`config.mk`:
```
export PLATFORM = sky130hd
export DESIGN_NAME = seg7_hex_decoder
export DESIGN_NICKNAME = d
export VERILOG_FILES = /design/src/rtl/seg7_hex_decoder.sv
export SDC_FILE = /design/constraint.sdc
export NUM_CORES = 1
export LEC_CHECK = 0
export BUFFER_PORTS_ARGS = -buffer_cell sky130_fd_sc_hd__buf_2
export CORE_ASPECT_RATIO = 1.75
export CORE_MARGIN = 2
export CORE_UTILIZATION = 58
export DETAILED_ROUTE_END_ITERATION = 8
export PLACE_DENSITY = 0.93
export SYNTH_ARGS = -nofsm -noshare
export SYNTH_HDL_FRONTEND = slang
export SYNTH_SLANG_ARGS = --single-unit
```
`constraint.sdc`:
```
create_clock -name clk -period 5.2 [get_ports clk]
set_input_delay 0.78 -clock clk [delete_from_list [all_inputs] [get_ports clk]]
set_output_delay 0.78 -clock clk [all_outputs]
set_load 0.1 [all_outputs]
```
`src/rtl/seg7_hex_decoder.sv`:
```
// Seven-segment snooper: debounces NDIG active-low patterns and recovers the hex nibble per digit.
// Optional saturating error counter enabled by SEG7_HEX_DECODER_ERR_CNT_EN.
module seg7_hex_decoder #(
    parameter int NDIG          = 4,
    parameter int STABLE_CYCLES = 4
) (
    input  logic                clk,
    input  logic                reset,
    input  logic [7*NDIG-1:0]   seg_n,
    input  logic                err_clr,
    output logic [4*NDIG-1:0]   value,
    output logic [NDIG-1:0]     digit_valid,
    output logic                update,
    output logic [NDIG-1:0]     err_sticky,
    output logic [7:0]          err_count
);

    localparam int              CW      = $clog2(STABLE_CYCLES + 1);
    localparam logic [CW-1:0]   LAST    = CW'(STABLE_CYCLES - 1);
    localparam logic [6:0]      BLANK_N = 7'h7F;

    typedef enum logic {IDLE, COUNTING} state_t;

    state_t          state      [NDIG];
    state_t          state_next [NDIG];
    logic [6:0]      held       [NDIG];
    logic [6:0]      held_next  [NDIG];
    logic [CW-1:0]   count      [NDIG];
    logic [CW-1:0]   count_next [NDIG];

    logic [NDIG-1:0]   commit;
    logic [NDIG-1:0]   err_set;
    logic [4*NDIG-1:0] value_next;
    logic [NDIG-1:0]   valid_next;
    logic              changed;

    // Returns {recognized, code} for an active-high g..a pattern.
    function automatic logic [4:0] glyph_lookup(input logic [6:0] pat);
        case (pat)
            7'b0111111: return 5'h10;
            7'b0000110: return 5'h11;
            7'b1011011: return 5'h12;
            7'b1001111: return 5'h13;
            7'b1100110: return 5'h14;
            7'b1101101: return 5'h15;
            7'b1111101: return 5'h16;
            7'b0000111: return 5'h17;
            7'b1111111: return 5'h18;
            7'b1101111: return 5'h19;
            7'b1110111: return 5'h1A;
            7'b1111100: return 5'h1B;
            7'b0111001: return 5'h1C;
            7'b1011110: return 5'h1D;
            7'b1111001: return 5'h1E;
            7'b1110001: return 5'h1F;
            default:    return 5'h00;
        endcase
    endfunction

    always_ff @(posedge clk) begin
        for (int d = 0; d < NDIG; d++) begin
            if (reset) begin
                state[d] <= IDLE;
                held[d]  <= BLANK_N;
                count[d] <= '0;
            end else begin
                state[d] <= state_next[d];
                held[d]  <= held_next[d];
                count[d] <= count_next[d];
            end
        end
    end

    // Any change of sample restarts the episode from the new pattern.
    always_comb begin
        for (int d = 0; d < NDIG; d++) begin
            state_next[d] = state[d];
            held_next[d]  = held[d];
            count_next[d] = count[d];
            if (seg_n[7*d +: 7] != held[d]) begin
                held_next[d] = seg_n[7*d +: 7];
                if (STABLE_CYCLES == 1) begin
                    state_next[d] = IDLE;
                    count_next[d] = '0;
                end else begin
                    state_next[d] = COUNTING;
                    count_next[d] = CW'(1);
                end
            end else if (state[d] == COUNTING) begin
                if (count[d] == LAST) begin
                    state_next[d] = IDLE;
                    count_next[d] = '0;
                end else begin
                    count_next[d] = count[d] + CW'(1);
                end
            end
        end
    end

    always_comb begin
        commit     = '0;
        err_set    = '0;
        value_next = value;
        valid_next = digit_valid;
        for (int d = 0; d < NDIG; d++) begin
            if (seg_n[7*d +: 7] != held[d])
                commit[d] = (STABLE_CYCLES == 1);
            else
                commit[d] = (state[d] == COUNTING) && (count[d] == LAST);

            if (commit[d]) begin
                if (glyph_lookup(~seg_n[7*d +: 7]) >= 5'h10) begin
                    value_next[4*d +: 4] = glyph_lookup(~seg_n[7*d +: 7]) & 5'h0F;
                    valid_next[d]        = 1'b1;
                end else if (seg_n[7*d +: 7] == BLANK_N) begin
                    value_next[4*d +: 4] = 4'h0;
                    valid_next[d]        = 1'b0;
                end else begin
                    valid_next[d] = 1'b0;
                    err_set[d]    = 1'b1;
                end
            end
        end
        changed = (value_next != value) || (valid_next != digit_valid);
    end

    // A fresh error on the same edge as err_clr keeps its sticky flag.
    always_ff @(posedge clk) begin
        if (reset) begin
            value       <= '0;
            digit_valid <= '0;
            update      <= 1'b0;
            err_sticky  <= '0;
        end else begin
            value       <= value_next;
            digit_valid <= valid_next;
            update      <= changed;
            err_sticky  <= (err_sticky & ~{NDIG{err_clr}}) | err_set;
        end
    end

`ifdef SEG7_HEX_DECODER_ERR_CNT_EN
    logic [3:0] err_new;
    logic [8:0] err_sum;

    always_comb begin
        err_new = '0;
        for (int d = 0; d < NDIG; d++)
            err_new = err_new + 4'(err_set[d]);
        err_sum = {1'b0, (err_clr ? 8'h00 : err_count)} + 9'(err_new);
    end

    always_ff @(posedge clk) begin
        if (reset)
            err_count <= 8'h00;
        else
            err_count <= err_sum[8] ? 8'hFF : err_sum[7:0];
    end
`else
    assign err_count = 8'h00;
`endif

endmodule

```
After elaboration in Yosys (flattened, before gate mapping)
Memories as Yosys holds them, arrays and structs flattened.
Index checks and enable logic that the tools add are counted.
{"block": "word_totals", "register_bits": 25, "ramBits": 44, "in_bits": 31, "output_inout_bits": 33, "mem_count": 3}
{"block": "op_classes", "addsub": 4, "magnitude_cmp": 4, "n_eq_ne": 78, "mux": 87, "n_bitwise": 19, "reduce_logical": 5}
{"name": "held", "words": 4, "width": 7, "rd": 4, "rd_clocked_by_memory_dff": 0, "write_ports": 4, "line": "26", "rtl": "logic [6:0] held [NDIG];"}
{"name": "count", "words": 4, "width": 3, "rd": 4, "rd_clocked_by_memory_dff": 0, "write_ports": 4, "line": "28", "rtl": "logic [CW-1:0] count [NDIG];"}
{"name": "state", "words": 4, "width": 1, "rd": 4, "rd_clocked_by_memory_dff": 0, "write_ports": 4, "line": "24", "rtl": "state_t state [NDIG];"}
{"cell": "7-bit == test (second input constant)", "n": 52}
{"cell": "5-bit one-hot mux with 16 select lines", "n": 4}
{"cell": "7-bit by 3-bit == test with 1-bit output (second input constant)", "n": 8}
{"cell": "7-bit by 6-bit == test with 1-bit output (second input constant)", "n": 8}
{"cell": "7-bit two-way mux", "n": 8}
{"cell": "3-bit two-way mux", "n": 16}
{"cell": "4-bit two-way mux", "n": 12}
{"cell": "1-bit two-way mux", "n": 43}
{"cell": "7-bit inequality test", "n": 4}
{"cell": "7-bit NOT", "n": 4}
{"cell": "5-bit greater-or-equal comparator (second input constant)", "n": 4}
{"cell": "5-bit two-way mux", "n": 4}
{"cell": "16-bit inequality test", "n": 1}
{"cell": "3-bit by 1-bit adder with 3-bit output (second input constant)", "n": 4}
{"cell": "3-bit by 2-bit == test with 1-bit output (second input constant)", "n": 4}
{"cell": "1-bit OR", "n": 12}
{"cell": "4-bit AND", "n": 1}
{"cell": "1-bit logical AND", "n": 4}
{"cell": "4-bit inequality test", "n": 1}
{"cell": "4-bit NOT", "n": 1}
{"cell": "4-bit OR", "n": 1}
{"cell": "1-bit logical OR", "n": 1}

Longest topological paths before layout
An unclocked memory read counts as a cell.
{"block": "logic_depth", "ltp_word": 10, "depth_mapped": 10, "depth_no_buf": 9}

Least setup slack after synthesis
Ideal clock, no wire load.
{"block": "synth_timing", "path_kind": "input port to flip-flop", "from": "input seg_n[9]", "to": "register update", "setup_time_ns": 0.140, "t_arrival_ns": 2.693, "required_time_ns": 5.060, "setup_slack_ns": 2.367, "stages": 10, "path_buffers": 2, "cell_sequence": "clkbuf_1 > xnor2_1 > nand2_1 > or4_4 > buf_6 > o21bai_1 > a222oi_1 > o2bb2ai_1 > nor4_1 > a41oi_1"}
{"block": "synth_between", "elab_chain_len": 9}
{"item": "start, declared", "line": "9", "rtl": "input logic [7*NDIG-1:0] seg_n,"}
{"item": "7-bit NOT", "line": "112, 113"}
{"item": "7-bit == test (tied with other cells)", "line": "39", "rtl": "case (pat)"}
{"item": "5-bit one-hot mux with 16 select lines", "line": "39"}
{"item": "5-bit two-way mux", "line": "111", "rtl": "if (commit[d]) begin"}
{"item": "5-bit greater-or-equal comparator", "line": "112", "rtl": "if (glyph_lookup(~seg_n[7*d +: 7]) >= 5'h10) begin"}
{"item": "4-bit two-way mux or 1-bit two-way mux (tied branches)", "line": "112"}
{"item": "4-bit two-way mux or 1-bit two-way mux (tied branches)", "line": "111"}
{"item": "16-bit inequality test or 4-bit inequality test (tied branches)", "line": "124", "rtl": "changed = (value_next != value) || (valid_next != digit_valid);"}
{"item": "1-bit logical OR *", "line": "124"}
{"item": "end signal, assigned", "line": "137", "rtl": "update <= changed;"}
{"item": "end, declared", "line": "13", "rtl": "output logic update,"}
Mark *: on every way between the ends. The rest lies on a longest branch, timed or not. The select of a mux whose other input is x is not followed.
A chain may end at the register's enable or synchronous reset.

Worst setup path after layout
{"block": "layout_timing", "from": "input seg_n[17]", "to": "register update"}
Same word-level chain as after synthesis.

==> summary.md <==
| Metric | Value |
|---|---|
| Top-area cell type share of the netlist area | 31.0% |
| Grt ovf | 0 |
| Hold Path Class | register to register |
| Synth Area in Simple Gates | 34.5% |
| Ys flop type | dfxtp_1 |
| DRC | 0 |
| Hold Path Origin | count[3][2] |
| P per Cell Area | 283 nW/um2 |
| Slew HR | 29.6% |
| Largest family of logic cells by synthesized area | simple AND/OR/NAND/NOR gates |
| Drt first-iter violations | 390 |
| Post-synthesis adder-cell area fraction | 1.12% |
| Synth Warn # | 0 |
| Diode count | 0 |
| I/O pin cnt | 64 |
| Later-pin clock latency in the skew report | 0.33 ns |
| Hold Crit Endpoint | count[3][2] |
| Maxcap violations | 0 |
| DR vias | 4,346 |
| Multiplexer share of the synthesized area | 1.43% |
| R2R depth | 9 |
| Internal power | 0.00103 W |
| Layout cell share with drive strength beyond 1 | 19.0% |
| Final Wtd Congestion | 0.877 |
| Final cycle utilization of the critical path | 57.5% |
| Unrepaired setup endpoints after global routing | false |
| Net Switching | 0.000363 W |
| Worst R2R End | update |
| Met2 Usage GRT | 49.2% |
| Top post-synthesis cells by area | dfxtp_1 (31%), xnor2_1 (4.7%), nor2_1 (4.3%), a21oi_1 (4.2%), or2_2 (4.1%) |
| Gr busiest metal | met2 |
| Data required, critical path | 5.36 ns |
| Initial DRT Pass Iterations | 5 |
| Hold buffers post-CTS | 0 |
| Initial Util | 59.2% |
| CP Launch Type | input port |
| Commonest non-fill, non-tap cells in the layout | dfxtp_1 (69), buf_2 (55), nor2_1 (51), nand2_1 (44), a21oi_1 (37) |
| Fillers | 588 |
| Run status | finished clean |
| Final TNS setup | 0 ns |
| Clock share of power | 46.4% |
| Die H | 120 um |
| Fin nets | 618 |
| Fin crit period | 2.99 ns |
| Post-synthesis xor/xnor area fraction | 7.79% |
| Clock Skews | 0.00509 ns |
| Sequential-to-total area share from yosys stat | 31.0% |
| Switching Share | 26.2% |
| Crit Path Class | input port to register |
| Area grow syn2layout | 10.2% |
| Post-Layout Cell Count | 676 |
| Syn Area/Cell | 7.90 um2 |
| M3 GR Usage | 4.37% |
| Synth Register Bits | 69 |
| Worst-path clk slew | 0.05 ns |
| Worst Path Arrival | 3.15 ns |
| Num CTS Buffers | 9 |
| Synth Cell Area | 4450 um2 |
| Slew @ Worst Pin | 1.06 ns |
| Worst vdd ir | 0.166 mV |
| Die width | 70.2 um |
| Met1 Track Usage GR | 28.7% |
| Final hold vios | 0 |
| CTS tree | yes |
| Commonest non-fill, non-tap cell in the layout | dfxtp_1 |
| # clock sinks | 69 |
| Cell taking the most area after synthesis | dfxtp_1 |
| Number of global-route vias before repair | 4,059 |
| Dpl cells | 660 |
| Ys async rst share | 0% |
| Core area | 7510 um2 |
| Element type at the critical path end | register |
| Compound-Gate Fraction of Synth Area | 17.0% |
| Post-synth EDFFs | 0 |
| Setup bufs post-CTS | 0 |
| Pleak | 1.92 nW |
| Peak Freq | 334 MHz |
| Port-buffer cells | 55 |
| Storage cell area | 1380 um2 |
| Worst reg2reg path startpoint | count[1][0] |
| Routed wire per std cell | 16.5 um |
| Final Max Tran Viols | 0 |
| Initial antenna violation count | 0 |
| Antenna-violating nets left | 0 |
| Clock root cell | clkbuf_16 |
| Reg-to-reg slack, setup | 2.52 ns |
| First-pass GRT wire length | 18,300 um |
| Via density | 6.43 |
| Gr usage total | 26.8% |
| Synth unique cells | 78 |
| Clock buffer depth | 2 |
| Largest net degree at the start of global routing | 70 |
| Final setup viols | 0 |
| H-tree depth | 3 |
| Post-Syn Instances | 563 |
| Logic pwr share | 13.7% |
| Dpl hpwl | 7540 um |
| CTS resizes | 0 |
| Die ar. | 8420 um2 |
| Max FO, Critical Path | 16 |
| Hold path depth | 2 |
| Multi-input logic area | 2780 um2 |
| Wire length after detailed routing | 11,100 um |
| Sequential cell fraction of total power | 39.8% |
| Core Rows | 42 |
==> metrics by stage <==
stage          worst slack, ns  utilization, %  hold slack, ns  total power (W)  cell area (um2)
3_5_place_dp              2.01            61.1           0.424         0.000751             4590
4_1_cts                   2.30            65.3           0.433          0.00139             4900
3_3_place_gp              2.06            61.1           0.429         0.000742             4590
6_report                  2.21            65.3           0.436          0.00139             4900
2_1_floorplan             2.37               -           0.410         0.000721             4480
5_1_grt                   1.95            65.3           0.472          0.00143             4900
==> power by group through the flow <==
stage | Clock (W) | Sequential (W) | Combinational, W
2_1_floorplan | 0 | 0.000563 | 0.000159
3_3_place_gp | 0 | 0.000564 | 0.000178
3_5_place_dp | 0 | 0.000565 | 0.000186
4_1_cts | 0.000646 | 0.000554 | 0.000189
5_1_grt | 0.000669 | 0.000555 | 0.000208
6_report | 0.000645 | 0.000554 | 0.000191
==> area by class of cell <==
| type | instances | share of cell area, % |
|---|---|---|
| clock buffers | 9 | 4.59 |
| clock inverters | 7 | 1.84 |
| inverters | 9 | 0.689 |
| multi-input cells | 438 | 56.7 |
| flip-flops and latches | 69 | 28.2 |
| well taps | 88 | 2.25 |
| repair buffers | 56 | 5.77 |
==> synth_stat cells (all sizes together) (4+ instances only) <==
cell	number
a21oi	37
or3	5
o31ai	4
nor2b	8
nand3	20
nor2	51
o32ai	4
nor3	20
or2	31
and2	5
nor4	14
inv	9
and3	8
clkbuf	31
o21ai	16
nand2	44
nand4	9
nor3b	12
buf	22
dfxtp	69
nor4bb	7
nand2b	6
nand3b	5
a22oi	4
o211ai	4
and4	5
xnor2	26
xor2	11
a211oi	4
ha	4
or4	4
a31oi	5
==> how the worst max path moves through the flow <==
stage | startpoint | cells after the start | slack, ns | to
after global routing | seg_n[17] | 10 | 1.95 | update
after detailed placement | seg_n[7] | 9 | 2.01 | update
after floorplan | seg_n[9] | 10 | 2.37 | update
after global placement | seg_n[7] | 9 | 2.06 | update
final | seg_n[17] | 10 | 2.21 | update
after CTS | seg_n[17] | 10 | 2.30 | update
==> flip-flops by register name, indices dropped and copies added, names as in the netlist <==
| name | count |
|---|---|
| err_sticky | 4 |
| update | 1 |
| digit_valid | 4 |
| state | 4 |
| value | 16 |
| held | 28 |
| count | 12 |
==> kinds of logic (layout without fill, tap and decap cells) <==
| family | after synthesis | after routing |
|---|---|---|
| buf+inv | 63 | 81 |
| simple gates | 271 | 271 |
| compound gates | 112 | 112 |
| flops | 69 | 69 |
| mux | 6 | 6 |
| other cells | 1 | 8 |
| xor+xnor | 37 | 37 |
| fa+ha+maj | 4 | 4 |
==> routing by layer <==
| metal | vias up | routed length (um) | part of all wire [%] |
|---|---|---|---|
| met3 | 40 | 608 | 5.5 |
| met1 | 2044 | 4060 | 36 |
| met4 | 0 | 422 | 3.8 |
| met5 | - | 0 | 0 |
| li1 | 2067 | - | - |
| met2 | 195 | 6040 | 54 |
==> worst max-delay path, stage by stage <==
cell and delay [ns]:
buf_2 0.26, xor2_1 0.11, nor4_1 0.39, nor4bb_1 0.32
buf_4 0.22, o21ai_0 0.16, a22oi_1 0.22, a21oi_1 0.09
nor4_1 0.43, a41oi_1 0.16
Note: power is estimated with default switching activity, not from simulation.
